===== config.mk =====
export PLATFORM = sky130hd
export DESIGN_NAME = alu_result_mux_flat
export DESIGN_NICKNAME = d
export VERILOG_FILES = /design/src/rtl/alu_pkg.sv /design/src/rtl/alu_result_mux_if.sv /design/src/rtl/alu_skid_buffer.sv /design/src/rtl/alu_result_mux.sv /design/src/flat_wrapper.sv
export SDC_FILE = /design/constraint.sdc
export NUM_CORES = 1
export LEC_CHECK = 0
export CAP_MARGIN = 20
export CORE_ASPECT_RATIO = 2
export CORE_UTILIZATION = 41
export CTS_CLUSTER_SIZE = 12
export DETAILED_ROUTE_END_ITERATION = 10
export PLACE_DENSITY_LB_ADDON = 0.3
export REMOVE_ABC_BUFFERS = 1
export SLEW_MARGIN = 20
export SYNTH_ARGS = -nofsm -noshare
export SYNTH_HDL_FRONTEND = slang
export SYNTH_HIERARCHICAL = 1
export SYNTH_SLANG_ARGS = --single-unit

===== constraint.sdc =====
create_clock -name clk -period 1.85 [get_ports clk]
set_input_delay 0.2775 -clock clk [delete_from_list [all_inputs] [get_ports clk]]
set_output_delay 0.2775 -clock clk [all_outputs]
set_load 0.01 [all_outputs]

===== src/rtl/alu_pkg.sv =====
// Shared ALU definitions: default datapath width, opcode encodings and the registered result word.
package alu_pkg;

  localparam int ALU_WIDTH = 8;

  localparam logic [2:0] OP_ADD = 3'd0;
  localparam logic [2:0] OP_SUB = 3'd1;
  localparam logic [2:0] OP_AND = 3'd2;
  localparam logic [2:0] OP_XOR = 3'd3;
  localparam logic [2:0] OP_OR  = 3'd4;
  localparam logic [2:0] OP_NOT = 3'd5;
  localparam logic [2:0] OP_SHL = 3'd6;
  localparam logic [2:0] OP_SHR = 3'd7;

  typedef struct packed {
    logic [ALU_WIDTH-1:0] data;
    logic                 z;
    logic                 n;
    logic                 c;
  } aluRes_t;

endpackage


===== src/rtl/alu_result_mux_if.sv =====
// Unit-result inputs with upstream valid/ready, and registered result plus flags with downstream valid/ready.
// master drives operands and out_ready; slave is the result stage.
interface alu_result_mux_if import alu_pkg::*; #(
  parameter int WIDTH = ALU_WIDTH
);
  logic [WIDTH-1:0] bigMuxIn0;
  logic [WIDTH-1:0] bigMuxIn1;
  logic [WIDTH-1:0] bigMuxIn2;
  logic [WIDTH-1:0] bigMuxIn3;
  logic [WIDTH-1:0] bigMuxIn4;
  logic [WIDTH-1:0] bigMuxIn5;
  logic [WIDTH-1:0] bigMuxIn6;
  logic [WIDTH-1:0] bigMuxIn7;
  logic [2:0]       sel;
  logic             carry_in;
  logic             in_valid;
  logic             in_ready;
  logic [WIDTH-1:0] result;
  logic             flag_z;
  logic             flag_n;
  logic             flag_c;
  logic             out_valid;
  logic             out_ready;

  modport master (
    output bigMuxIn0, bigMuxIn1, bigMuxIn2, bigMuxIn3,
    output bigMuxIn4, bigMuxIn5, bigMuxIn6, bigMuxIn7,
    output sel, carry_in, in_valid, out_ready,
    input  in_ready, result, flag_z, flag_n, flag_c, out_valid
  );

  modport slave (
    input  bigMuxIn0, bigMuxIn1, bigMuxIn2, bigMuxIn3,
    input  bigMuxIn4, bigMuxIn5, bigMuxIn6, bigMuxIn7,
    input  sel, carry_in, in_valid, out_ready,
    output in_ready, result, flag_z, flag_n, flag_c, out_valid
  );
endinterface


===== src/rtl/alu_skid_buffer.sv =====
// Two-entry valid/ready skid buffer: 1-cycle latency, one word per cycle sustained.
// inReady comes straight from the skid-entry flop, so it never depends on outReady.
module alu_skid_buffer import alu_pkg::*; #(
  parameter type T = aluRes_t
) (
  input  logic clk,
  input  logic rst_n,
  input  logic inValid,
  output logic inReady,
  input  T     inData,
  output logic outValid,
  input  logic outReady,
  output T     outData
);

  logic oValid;
  logic sValid;
  T     oData;
  T     sData;
  logic accept;
  logic xfer;

  assign inReady = !sValid;
  assign accept  = inValid && !sValid;
  assign xfer    = oValid && outReady;

  always_ff @(posedge clk or negedge rst_n) begin
    if (!rst_n) begin
      oValid <= 1'b0;
      sValid <= 1'b0;
      oData  <= '0;
      sData  <= '0;
    end else if (sValid) begin
      // A full skid entry implies a full output entry; only a drain can happen here.
      if (xfer) begin
        oData  <= sData;
        sValid <= 1'b0;
      end
    end else if (accept) begin
      if (!oValid || xfer) begin
        oData  <= inData;
        oValid <= 1'b1;
      end else begin
        sData  <= inData;
        sValid <= 1'b1;
      end
    end else if (xfer) begin
      oValid <= 1'b0;
    end
  end

  assign outValid = oValid;
  assign outData  = oData;

endmodule


===== src/rtl/alu_result_mux.sv =====
// ALU output select: picks one unit result by opcode, derives Z/N/C and registers it.
// 1-cycle latency through a skid buffer; in_ready falls only once the skid entry is occupied.
module alu_result_mux import alu_pkg::*; #(
  parameter int WIDTH = ALU_WIDTH
) (
  input  logic             clk,
  input  logic             rst_n,
  alu_result_mux_if.slave  bus
);

  typedef struct packed {
    logic [WIDTH-1:0] data;
    logic             z;
    logic             n;
    logic             c;
  } resWord_t;

  logic [WIDTH-1:0] selVal;
  resWord_t         nextWord;
  resWord_t         curWord;

  always_comb begin
    selVal = '0;
    case (bus.sel)
      OP_ADD:  selVal = bus.bigMuxIn0;
      OP_SUB:  selVal = bus.bigMuxIn1;
      OP_AND:  selVal = bus.bigMuxIn2;
      OP_XOR:  selVal = bus.bigMuxIn3;
      OP_OR:   selVal = bus.bigMuxIn4;
      OP_NOT:  selVal = bus.bigMuxIn5;
      OP_SHL:  selVal = bus.bigMuxIn6;
      OP_SHR:  selVal = bus.bigMuxIn7;
      default: selVal = '0;
    endcase
  end

  // Carry is only meaningful for the adder/subtractor results.
  always_comb begin
    nextWord      = '0;
    nextWord.data = selVal;
    nextWord.z    = (selVal == '0);
    nextWord.n    = selVal[WIDTH-1];
    nextWord.c    = ((bus.sel == OP_ADD) || (bus.sel == OP_SUB)) ? bus.carry_in : 1'b0;
  end

  alu_skid_buffer #(
    .T (resWord_t)
  ) uSkid (
    .clk      (clk),
    .rst_n    (rst_n),
    .inValid  (bus.in_valid),
    .inReady  (bus.in_ready),
    .inData   (nextWord),
    .outValid (bus.out_valid),
    .outReady (bus.out_ready),
    .outData  (curWord)
  );

  assign bus.result = curWord.data;
  assign bus.flag_z = curWord.z;
  assign bus.flag_n = curWord.n;
  assign bus.flag_c = curWord.c;

endmodule

===== src/flat_wrapper.sv =====
// flat-port wrapper written by rule: the top's interface ports become plain ports
module alu_result_mux_flat import alu_pkg::*;
#(
  parameter int WIDTH = ALU_WIDTH
)
  (clk, rst_n, bus_bigMuxIn0, bus_bigMuxIn1, bus_bigMuxIn2, bus_bigMuxIn3, bus_bigMuxIn4, bus_bigMuxIn5, bus_bigMuxIn6, bus_bigMuxIn7, bus_sel, bus_carry_in, bus_in_valid, bus_out_ready, bus_in_ready, bus_result, bus_flag_z, bus_flag_n, bus_flag_c, bus_out_valid);
  alu_result_mux_if #(.WIDTH(WIDTH)) bus_i ();
  input  logic clk;
  input  logic rst_n;
  input wire logic [$bits(bus_i.bigMuxIn0)-1:0] bus_bigMuxIn0;
  input wire logic [$bits(bus_i.bigMuxIn1)-1:0] bus_bigMuxIn1;
  input wire logic [$bits(bus_i.bigMuxIn2)-1:0] bus_bigMuxIn2;
  input wire logic [$bits(bus_i.bigMuxIn3)-1:0] bus_bigMuxIn3;
  input wire logic [$bits(bus_i.bigMuxIn4)-1:0] bus_bigMuxIn4;
  input wire logic [$bits(bus_i.bigMuxIn5)-1:0] bus_bigMuxIn5;
  input wire logic [$bits(bus_i.bigMuxIn6)-1:0] bus_bigMuxIn6;
  input wire logic [$bits(bus_i.bigMuxIn7)-1:0] bus_bigMuxIn7;
  input wire logic [$bits(bus_i.sel)-1:0] bus_sel;
  input wire logic [$bits(bus_i.carry_in)-1:0] bus_carry_in;
  input wire logic [$bits(bus_i.in_valid)-1:0] bus_in_valid;
  input wire logic [$bits(bus_i.out_ready)-1:0] bus_out_ready;
  output wire logic [$bits(bus_i.in_ready)-1:0] bus_in_ready;
  output wire logic [$bits(bus_i.result)-1:0] bus_result;
  output wire logic [$bits(bus_i.flag_z)-1:0] bus_flag_z;
  output wire logic [$bits(bus_i.flag_n)-1:0] bus_flag_n;
  output wire logic [$bits(bus_i.flag_c)-1:0] bus_flag_c;
  output wire logic [$bits(bus_i.out_valid)-1:0] bus_out_valid;
  assign bus_i.bigMuxIn0 = bus_bigMuxIn0;
  assign bus_i.bigMuxIn1 = bus_bigMuxIn1;
  assign bus_i.bigMuxIn2 = bus_bigMuxIn2;
  assign bus_i.bigMuxIn3 = bus_bigMuxIn3;
  assign bus_i.bigMuxIn4 = bus_bigMuxIn4;
  assign bus_i.bigMuxIn5 = bus_bigMuxIn5;
  assign bus_i.bigMuxIn6 = bus_bigMuxIn6;
  assign bus_i.bigMuxIn7 = bus_bigMuxIn7;
  assign bus_i.sel = bus_sel;
  assign bus_i.carry_in = bus_carry_in;
  assign bus_i.in_valid = bus_in_valid;
  assign bus_i.out_ready = bus_out_ready;
  assign bus_in_ready = bus_i.in_ready;
  assign bus_result = bus_i.result;
  assign bus_flag_z = bus_i.flag_z;
  assign bus_flag_n = bus_i.flag_n;
  assign bus_flag_c = bus_i.flag_c;
  assign bus_out_valid = bus_i.out_valid;
  alu_result_mux #(.WIDTH(WIDTH)) u_core (.clk(clk), .rst_n(rst_n), .bus(bus_i));
endmodule

# ---- Word-level counts from Yosys, hierarchy flattened
# Index checks and enable logic that the tools add are counted.
dict set report word_totals {
  input_bits 72
  word_cells 48
  regBits 24
  out_inout_bits 13
}
dict set report classes {
  bitwise 2
  muxes 13
  n_eq_ne 9
  reduce_logical 14
}
# cell count
set ops {}
lappend ops {{one-hot mux 8 bit (8 select lines)} 1}
lappend ops {{two-way mux 11 bit} 4}
lappend ops {{== test 3 bit (second input constant)} 4}
lappend ops {{AND reduction 3 bit} 3}
lappend ops {{zero test 8 bit} 1}
lappend ops {{two-way mux 1 bit} 8}
lappend ops {{== test 3 x 2 -> 1 bit (second input constant)} 2}
lappend ops {{nonzero test 2 bit} 3}
lappend ops {{inequality test 2 x 1 -> 1 bit (second input constant)} 2}
lappend ops {{== test 3 x 1 -> 1 bit (second input constant)} 1}
lappend ops {{zero test 3 bit} 1}
lappend ops {{logical AND 1 bit} 2}
lappend ops {{zero test 1 bit} 2}
lappend ops {{logical OR 1 bit} 2}
lappend ops {{inverter 1 bit} 2}

# ---- Depth between registers and ports, before layout
# Gate-level depths: netlist of run 1.
dict set report logic_depth {
  depth_word 6
  depth_mapped 10
  mapped_depth_nobuf 7
}

# ---- Hierarchy
# The synthesis of run 1 kept the hierarchy.
# module area_each_um2 seq_area_each_um2 cells_each n_inst
set by_module_without_submodules {}
lappend by_module_without_submodules {alu_skid_buffer 1112.3 600.6 71 1}
lappend by_module_without_submodules {alu_result_mux 593.1 0.0 72 1}

# ---- Least setup slack after synthesis of run 1
# No wires, ideal clock.
dict set report synth_path {
  path_kind {input -> register}
  from {input port bus_sel[2]}
  to {register u_core.uSkid.oData (netlist bit u_core/uSkid/outData[2])}
  setup_slack_ns -0.370
  cell_stages 8
  required_ns 1.786
  n_path_buf 1
  arrival_ns 2.156
  path_cell_list {clkbuf_1 > mux4_2 > and2_0 > o22a_1 > or4_1 > nor4_2 > mux2_2 > mux2_4}
}
# element line
set synth_lines {}
lappend synth_lines {{start: declaration} flat_wrapper.sv:18} ;# input wire logic [$bits(bus_i.sel)-1:0] bus_sel;
lappend synth_lines {{end signal: assignment} alu_skid_buffer.sv:36} ;# oData <= sData;
lappend synth_lines {{end signal: assignment} alu_skid_buffer.sv:41} ;# oData <= inData;
lappend synth_lines {{end: declaration} alu_skid_buffer.sv:18} ;# T oData;

==> flow_summary.ini, run 1 <==
[critical_path]
crit_arrival_ns = 2.24
worstReg2RegStart = u_core/uSkid/sValid
rrSetupSlack_ns = 0.38
slowest_delay_ns = 0.55
startpoint_type = primary input
cp_slowest_cell = or4_4
critPathMaxFanout = 3
required_ns = 2.06
critical_path_class = primary input to flop
path_buf_inv = 1
cp-end-kind = flop
cpMostUsedCell = mux2_4
cp.depth = 8
crit_family = simple AND/OR/NAND/NOR gates
cp_cell_sequence = buf_12 > mux4_2 > and2_4 > o22a_1 > or4_4 > nor4_4 > mux2_4 > mux2_4
crit-reg2reg-capture = u_core/uSkid/outData[10]
r2r_cells = 3

[detailed_routing]
met2_length_um = 3110
wl_met3_um = 489
vias_per_cell = 5.31
final_antenna_net_count = 0
top_layer = met4
routed_wl_um = 5680
avgRoutedWirePerCell_um = 18.7
drtIter0Drc = 26
post-route-drc-count = 0
via_count = 1615
drt_first_pass_iters = 4
met1_length_um = 1920

[place]
dpl.cell_count = 286
gp_congestion = 0.744
portBuffers = 84
dp_hpwl_um = 3840
dp_slack_ns = -0.975

[layout]
mostFrequentLayoutCell = clkdlybuf4s50_1
nets = 326
layout-drive-gt1-share = 0.427
n_antenna_cell = 0
final-seq-area_sq_um = 601
multi_input_area_sq_mm = 0.00108
stdcell_count = 304
final_cell_mix = clkdlybuf4s50_1 (49), dfrtp_1 (24), buf_4 (23), mux2_2 (20), mux2_4 (16)
fillers = 251
syn_to_final_growth_pct = 75.5

[pwr]
p_leak_nw = 1.40
p_per_area_mw_per_mm2 = 952
peakVddDrop_mv = 1.03

[sta]
worst_slack_ns = -0.183
fin_setup_tns_ns = -0.492
setup_viol = 4
rsz0062_at_grt = yes
fin_crit_sh = 1.10
skew_ns = 0.00256
hold_ws_ns = 0.359
hold_viol = 0
fmaxAchievable_mhz = 492
slew_headroom = 0.728
min_period_ns = 2.03
tightest_slew_ns = 0.408
drv_slew = 0

[clock_network]
cts-buffers-inserted = 3
cts_sinks = 24
cts-hold-fix-buffers = 0
clk_path_buf_depth = 2
cts_tree = built
clk_latency_ns = 0.26
clkTransAtPathRegs_ns = 0.08
cts_root_buffer = clkbuf_8
cts_max_level = 1

[global_route]
grt_max_degree = 25
grt_pass1_wl_um = 8490
antenna_found_initial = 0
overflow = 0
grt_pass1_vias = 1858
track_usage = 0.268

[synth]
synth_edf_count = 0
netlist_area_sq_mm = 0.00171
synthFlopType = dfrtp_1
synth.avg_cell_area_sq_um = 11.9
ys_seq_elements = 24
yosysWarnings = 6
seq_area_frac_synth = 0.352
async_flop_share = 1.00
synth_cells = 143
synth.distinct_cells = 35

[outcome]
status = complete, but fails checks
violations = negative setup slack

[floorplanning]
die_h_um = 93.2
fp-row-count = 32
die_w_um = 47.6
die_area_sq_mm = 0.00444
pin_count = 85
initial_core_util = 0.435
core_sq_mm = 0.00392

[hold_path]
min_path_type = primary input to async pin

[run]
drv_cap = 0
==> worst max-delay path by stage <==
stage                           from                       to  slack (ns)
final                     bus_sel[1]  u_core/uSkid/outData[2]       -0.18
after global routing      bus_sel[1]  u_core/uSkid/outData[2]       -0.25
after CTS                 bus_sel[0]  u_core/uSkid/outData[2]       -0.30
after detailed placement  bus_sel[0]  u_core/uSkid/outData[2]       -0.97
after global placement    bus_sel[0]  u_core/uSkid/outData[2]       -0.91
after floorplan           bus_sel[1]  u_core/uSkid/outData[2]       -0.25
==> layer usage <==
layer,vias up,GRT usage
met5,-,0
met4,0,0.130
met3,15,0.0463
met2,76,0.483
met1,782,0.272
li1,742,-
==> sequential cells by signal (all words and copies together), names as in the netlist <==
name and flops:
u_core/uSkid/outData 11, u_core/uSkid/sData 11, u_core/uSkid/outValid 1, u_core/uSkid/sValid 1
==> cell type report <==
class	count	share of cell area
Timing Repair Buffer	117	0.388
Multi-Input combinational cell	98	0.360
Sequential cell	24	0.201
Tap cell	51	0.0213
Clock buffer	4	0.0184
Inverter	10	0.0125
==> kinds of logic (layout without fill, tap and decap cells) <==
logic type | after synthesis | in the layout | share of synthesized area
compound gates | 21 | 21 | 0.0829
buf+inv | 21 | 131 | 0.0704
flops | 24 | 24 | 0.352
mux | 52 | 52 | 0.412
simple gates | 25 | 25 | 0.0822
==> per-stage QoR <==
stage | instance area [sq um] | util | power, mW
after CTS | 2920 | 0.745 | 2.84
after global placement | 2680 | 0.684 | 2.34
after floorplan | 1620 | - | 1.70
after global routing | 2990 | 0.763 | 3.01
after detailed placement | 2680 | 0.684 | 2.39
final | 2990 | 0.763 | 2.85
==> repair_timing <==
item	4_1_cts	5_1_grt
buffers inserted	16	5
gates cloned	1	0
pin swaps	8	7
resized for setup	57	59
endpoints found under the setup margin	20	12
==> power breakdown <==
part           switching, mW  total [mW]  leakage (nW)  internal (mW)
logic                  0.550        1.58          1.08           1.03
clock network          0.155       0.345        0.0288          0.190
registers              0.152       0.920         0.294          0.769
==> Yosys cell counts, types with 3 or more instances <==
master / number / area share
mux2_4: 10 / 0.088
nand2_1: 3 / 0.0066
o21ai_0: 5 / 0.015
mux2_2: 25 / 0.17
dfrtp_1: 24 / 0.35
nor2_1: 8 / 0.018
a21oi_1: 4 / 0.012
mux2i_1: 8 / 0.047
buf_2: 3 / 0.0088
inv_1: 9 / 0.020
mux4_2: 8 / 0.11
buf_6: 4 / 0.026
Power figures use the tool's default switching activity.
==> run 2, diff against run 1 <==
- CORE_UTILIZATION: 41 -> 45
- DONT_BUFFER_PORTS: default -> 1
- MAX_ROUTING_LAYER: default -> met4
==> run 2 against run 1 <==
The run ends with negative hold slack, negative setup slack left. Critical endpoint unchanged. Critical path depth is 1 lower. First-iteration DRC count is 46% higher. Register-to-register slack better by 0.02 ns. Highest routed layer unchanged. Non-clock buffer count is 105 lower. Largest cell class is now multi-input gates. Sequential share of layout area is 12 points higher. Combinational power is 42% lower.
==> flow_summary.ini, run 2 (same netlist as run 1, synthesis figures left out) <==
[outcome]
status = complete, but fails checks
violations = negative hold slack, negative setup slack

[place]
gp_congestion = 0.697
dpl.cell_count = 190
dpl_cell_area_sq_mm = 0.00175
dp_hpwl_um = 2850
portBuffers = 0

[global_route]
grt_pass1_wl_um = 5230
overflow = 0
antenna_found_initial = 0
grt_pass1_vias = 1222
track_usage = 0.182
grt_max_degree = 26

[layout]
nets = 221
stdcell_count = 197
final_util = 0.512
syn_to_final_growth_pct = 8.22
finalInstanceArea_sq_mm = 0.00185
multi_input_area_sq_mm = 0.00100
final_cell_mix = mux2_2 (24), dfrtp_1 (24), buf_4 (11), mux2_4 (11), inv_1 (9)
n_antenna_cell = 0
final-seq-area_sq_um = 601
layout-drive-gt1-share = 0.439
fillers = 335

[critical_path]
rrSetupSlack_ns = 0.40
required_ns = 2.05
crit-reg2reg-capture = u_core/uSkid/outData[0]
critical_path_class = primary input to flop
cp-end-kind = flop
crit_start = bus_sel[1]
cpMostUsedCell = mux2_4
endpoint = u_core/uSkid/outData[2]
critPathMaxFanout = 25
cp_slowest_cell = or4_4
startpoint_type = primary input
worstReg2RegStart = u_core/uSkid/outValid
r2r_cells = 4
slowest_delay_ns = 0.53
cp_cell_sequence = mux4_2 > and2_4 > o22a_1 > or4_4 > nor4_4 > mux2_4 > mux2_4
crit_arrival_ns = 2.16

[floorplanning]
die_area_sq_mm = 0.00405
core_sq_mm = 0.00361
die_h_um = 89.1
initial_core_util = 0.473
die_w_um = 45.5
pin_count = 85
fp-row-count = 31

[sta]
skew_ns = 0.00183
hold_ws_ns = -0.0159
setup_viol = 2
hold_viol = 24
fin_crit_sh = 1.06
fmaxAchievable_mhz = 512
worst_slack_ns = -0.104
tightest_slew_ns = 0.521
rsz0062_at_grt = yes
min_period_ns = 1.95
drv_slew = 0
slew_headroom = 0.653

[pwr]
clockPowerShare = 0.153
switching_share = 0.312
p_per_area_mw_per_mm2 = 1220
peakVddDrop_mv = 1.10
intPower_mw = 1.55
p_leak_nw = 0.807
power_frac_seq = 0.439
finalPower_mw = 2.25
p_comb_frac = 0.408
power_switching_uw = 704

[detailed_routing]
routed_wl_um = 3660
avgRoutedWirePerCell_um = 18.6
via_count = 1180
drt_first_pass_iters = 4
final_antenna_net_count = 0
vias_per_cell = 5.99
drtIter0Drc = 38
post-route-drc-count = 0

[clock_network]
cts_root_buffer = clkbuf_8
cts_tree = built
cts-buffers-inserted = 3
clk_path_buf_depth = 2
clk_latency_ns = 0.26
cts_sinks = 24
clkTransAtPathRegs_ns = 0.08
cts_max_level = 1

[hold_path]
min_path_type = primary input to async pin

[run]
drv_cap = 0
run 2: stage by stage:
stage | setup slack (ns) | TNS [ns]
2_1_floorplan | -0.249 | -0.372
3_3_place_gp | -0.299 | -0.473
3_5_place_dp | -0.346 | -0.561
4_1_cts | -0.0839 | -0.0839
5_1_grt | -0.132 | -0.220
6_report | -0.104 | -0.166
run 2: repair_timing:
| action | 4_1_cts | 5_1_grt |
|---|---|---|
| pin swaps | 0 | 4 |
| endpoints found under the hold margin | 24 | 0 |
| resized for setup | 0 | 5 |
| hold buffers | 1 | 0 |
| setup endpoints to repair | 1 | 2 |
| buffers inserted | 0 | 2 |
run 2: per-layer routing:
layer	share of wire	track usage	up-vias
li1	-	-	536
met1	0.36	0.187	569
met2	0.54	0.335	67
met3	0.077	0.0222	8
met4	0.022	0.0661	0
met5	0	-	-
run 2: power by group through the flow:
stage | sequential (mW) | clock [mW] | combinational (mW)
2_1_floorplan | 0.982 | 0 | 0.714
3_3_place_gp | 0.992 | 0 | 0.877
3_5_place_dp | 1.01 | 0 | 0.897
4_1_cts | 0.995 | 0.362 | 0.916
5_1_grt | 1.03 | 0.388 | 0.983
6_report | 0.990 | 0.344 | 0.919
run 2: worst min path at each step:
| stage | from | cells after the start | to | slack [ns] |
|---|---|---|---|---|
| floorplan | rst_n | 0 | u_core/uSkid/outData[0] | -0.02 |
| global placement | rst_n | 0 | u_core/uSkid/outData[4] | -0.02 |
| detailed placement | rst_n | 0 | u_core/uSkid/outData[5] | -0.02 |
| CTS | bus_out_ready | 1 | u_core/uSkid/sValid | 0.11 |
| global route | rst_n | 1 | u_core/uSkid/sData[10] | 0.02 |
| finish | rst_n | 1 | u_core/uSkid/outData[10] | -0.02 |
run 2: area by class of cell:
| type | count | share of cell area |
|---|---|---|
| inverter | 10 | 0.0203 |
| multi-input combinational | 98 | 0.544 |
| timing repair buffer | 12 | 0.0475 |
| sequential | 24 | 0.325 |
| clock buffer | 4 | 0.0298 |
| tap | 49 | 0.0332 |
run 2: worst max-delay path, delay by kind of cell:
kind	cells	cell delay, ns
simple gates	3	0.92
mux	3	0.80
compound gates	1	0.18
==> run 3, diff against run 2 <==
- CORE_MARGIN: default -> 2
==> run 3 against run 2 <==
The flow still finishes with violations (negative hold slack, negative setup slack). Final cell count up 1.0%. Power up 0.54%. Worst hold slack better by 0.0033 ns. Final area up 0.81%. Sequential share of layout area down 0.26 points. Sequential power up 0.6%. Register-to-register slack worse by 0.09 ns. Via count up 0.42%. Utilization up 0.42 points. Global-route usage down 1.3 points. First-iteration DRC count down 32%. Sequential cell count unchanged. Critical path type unchanged. Critical endpoint unchanged. Largest cell class unchanged. Highest routed layer unchanged.
==> flow_summary.ini, run 3 (same netlist as run 1, synthesis figures left out) <==
[pwr]
intPower_mw = 1.55
p_comb_frac = 0.411
power_frac_seq = 0.440
clockPowerShare = 0.149
finalPower_mw = 2.27
p_per_area_mw_per_mm2 = 1220
power_switching_uw = 712
p_leak_nw = 0.817
switching_share = 0.314
peakVddDrop_mv = 0.860

[clock_network]
cts_sinks = 24
cts_tree = built
clk_latency_ns = 0.26
clk_path_buf_depth = 2
cts_root_buffer = clkbuf_8
cts-buffers-inserted = 3
clkTransAtPathRegs_ns = 0.08
cts_max_level = 1

[detailed_routing]
drtIter0Drc = 26
avgRoutedWirePerCell_um = 18.5
vias_per_cell = 5.95
via_count = 1185
final_antenna_net_count = 0
drt_first_pass_iters = 4
post-route-drc-count = 0
routed_wl_um = 3680

[floorplanning]
die_w_um = 47.5
core_sq_mm = 0.00361
pin_count = 85
fp-row-count = 31
die_area_sq_mm = 0.00433
die_h_um = 91.1
initial_core_util = 0.473

[critical_path]
crit_arrival_ns = 2.09
cp-end-kind = flop
startpoint_type = primary input
critPathMaxFanout = 25
crit_family = simple AND/OR/NAND/NOR gates
critical_path_class = primary input to flop
required_ns = 2.05
path_buf_inv = 0
slowest_delay_ns = 0.53
cp_cell_sequence = mux4_2 > and2_4 > o22a_1 > or4_4 > nor4_4 > mux2_4 > mux2_4
crit_start = bus_sel[1]
cp_slowest_cell = or4_4
cpMostUsedCell = mux2_4
worstReg2RegStart = u_core/uSkid/outValid

[sta]
hold_ws_ns = -0.0125
setup_viol = 1
tightest_slew_ns = 0.522
fmaxAchievable_mhz = 531
fin_crit_sh = 1.02
skew_ns = 0.00146
slew_headroom = 0.652
hold_viol = 24
rsz0062_at_grt = yes
drv_slew = 0
min_period_ns = 1.88
worst_slack_ns = -0.0323

[global_route]
grt_pass1_wl_um = 5330
grt_pass1_vias = 1256
antenna_found_initial = 0
grt_max_degree = 26
track_usage = 0.169
overflow = 0

[outcome]
violations = negative hold slack, negative setup slack
status = complete, but fails checks

[layout]
n_antenna_cell = 0
final_cell_mix = mux2_2 (24), dfrtp_1 (24), buf_4 (13), mux2_4 (11), inv_1 (9)
nets = 223
syn_to_final_growth_pct = 9.10
layout-drive-gt1-share = 0.447
final_util = 0.516

[place]
dp_slack_ns = -0.395
gp_congestion = 0.681
portBuffers = 0
dp_hpwl_um = 2920

[hold_path]
min_path_type = primary input to async pin

[run]
drv_cap = 0
[run 3: final cells by class]
cell class / instances / area [sq um]
flip-flops and latches: 24 / 601
repair buffers: 14 / 103
inverters: 10 / 37.5
well taps: 49 / 61.3
clock buffers: 4 / 55.1
multi-input cells: 98 / 1000
fillers: 331 / 1750
[run 3: through the flow]
step | instances | instance area [sq um] | TNS (ns)
floorplan | 132 | 1620 | -0.372
global placement | 191 | 1760 | -0.475
detailed placement | 191 | 1760 | -0.662
CTS | 197 | 1850 | -0.105
global route | 199 | 1860 | -0.126
finish | 199 | 1860 | -0.0323
[run 3: final timing paths]
kind | endpoint | slack (ns) | cells after the start
hold reg to reg | u_core/uSkid/sData[5] | 0.51 | 1
min in group clk | u_core/uSkid/sValid | 0.12 | 1
setup / recovery | u_core/uSkid/outData[2] | -0.03 | 7
setup reg to reg | u_core/uSkid/outData[0] | 0.31 | 4
hold / removal | u_core/uSkid/sValid | -0.01 | 1
max in group asynchronous | u_core/uSkid/sData[2] | 1.52 | 1
[run 3: layer usage]
layer	up-vias	wire, um	track usage
met4	0	50	0.0631
met2	69	1950	0.301
met1	573	1370	0.180
met5	-	0	-
met3	4	317	0.0159
li1	539	-	-
[run 3: power by group through the flow]
| stage | Clock (mW) | Sequential (mW) | Combinational (mW) |
|---|---|---|---|
| floorplan | 0 | 0.982 | 0.714 |
| global placement | 0 | 0.993 | 0.878 |
| detailed placement | 0 | 1.01 | 0.906 |
| CTS | 0.354 | 0.999 | 0.937 |
| global route | 0.377 | 1.03 | 1.00 |
| finish | 0.337 | 0.996 | 0.931 |
[run 3: repair_timing]
| item | in CTS | in global routing |
|---|---|---|
| resized for setup | 3 | 3 |
| pin swaps | 3 | 1 |
| setup buffers | 1 | 2 |
| endpoints found under the hold margin | 24 | 0 |
| setup endpoints to repair | 1 | 2 |
| gates cloned | 0 | 0 |
| hold buffers | 1 | 0 |
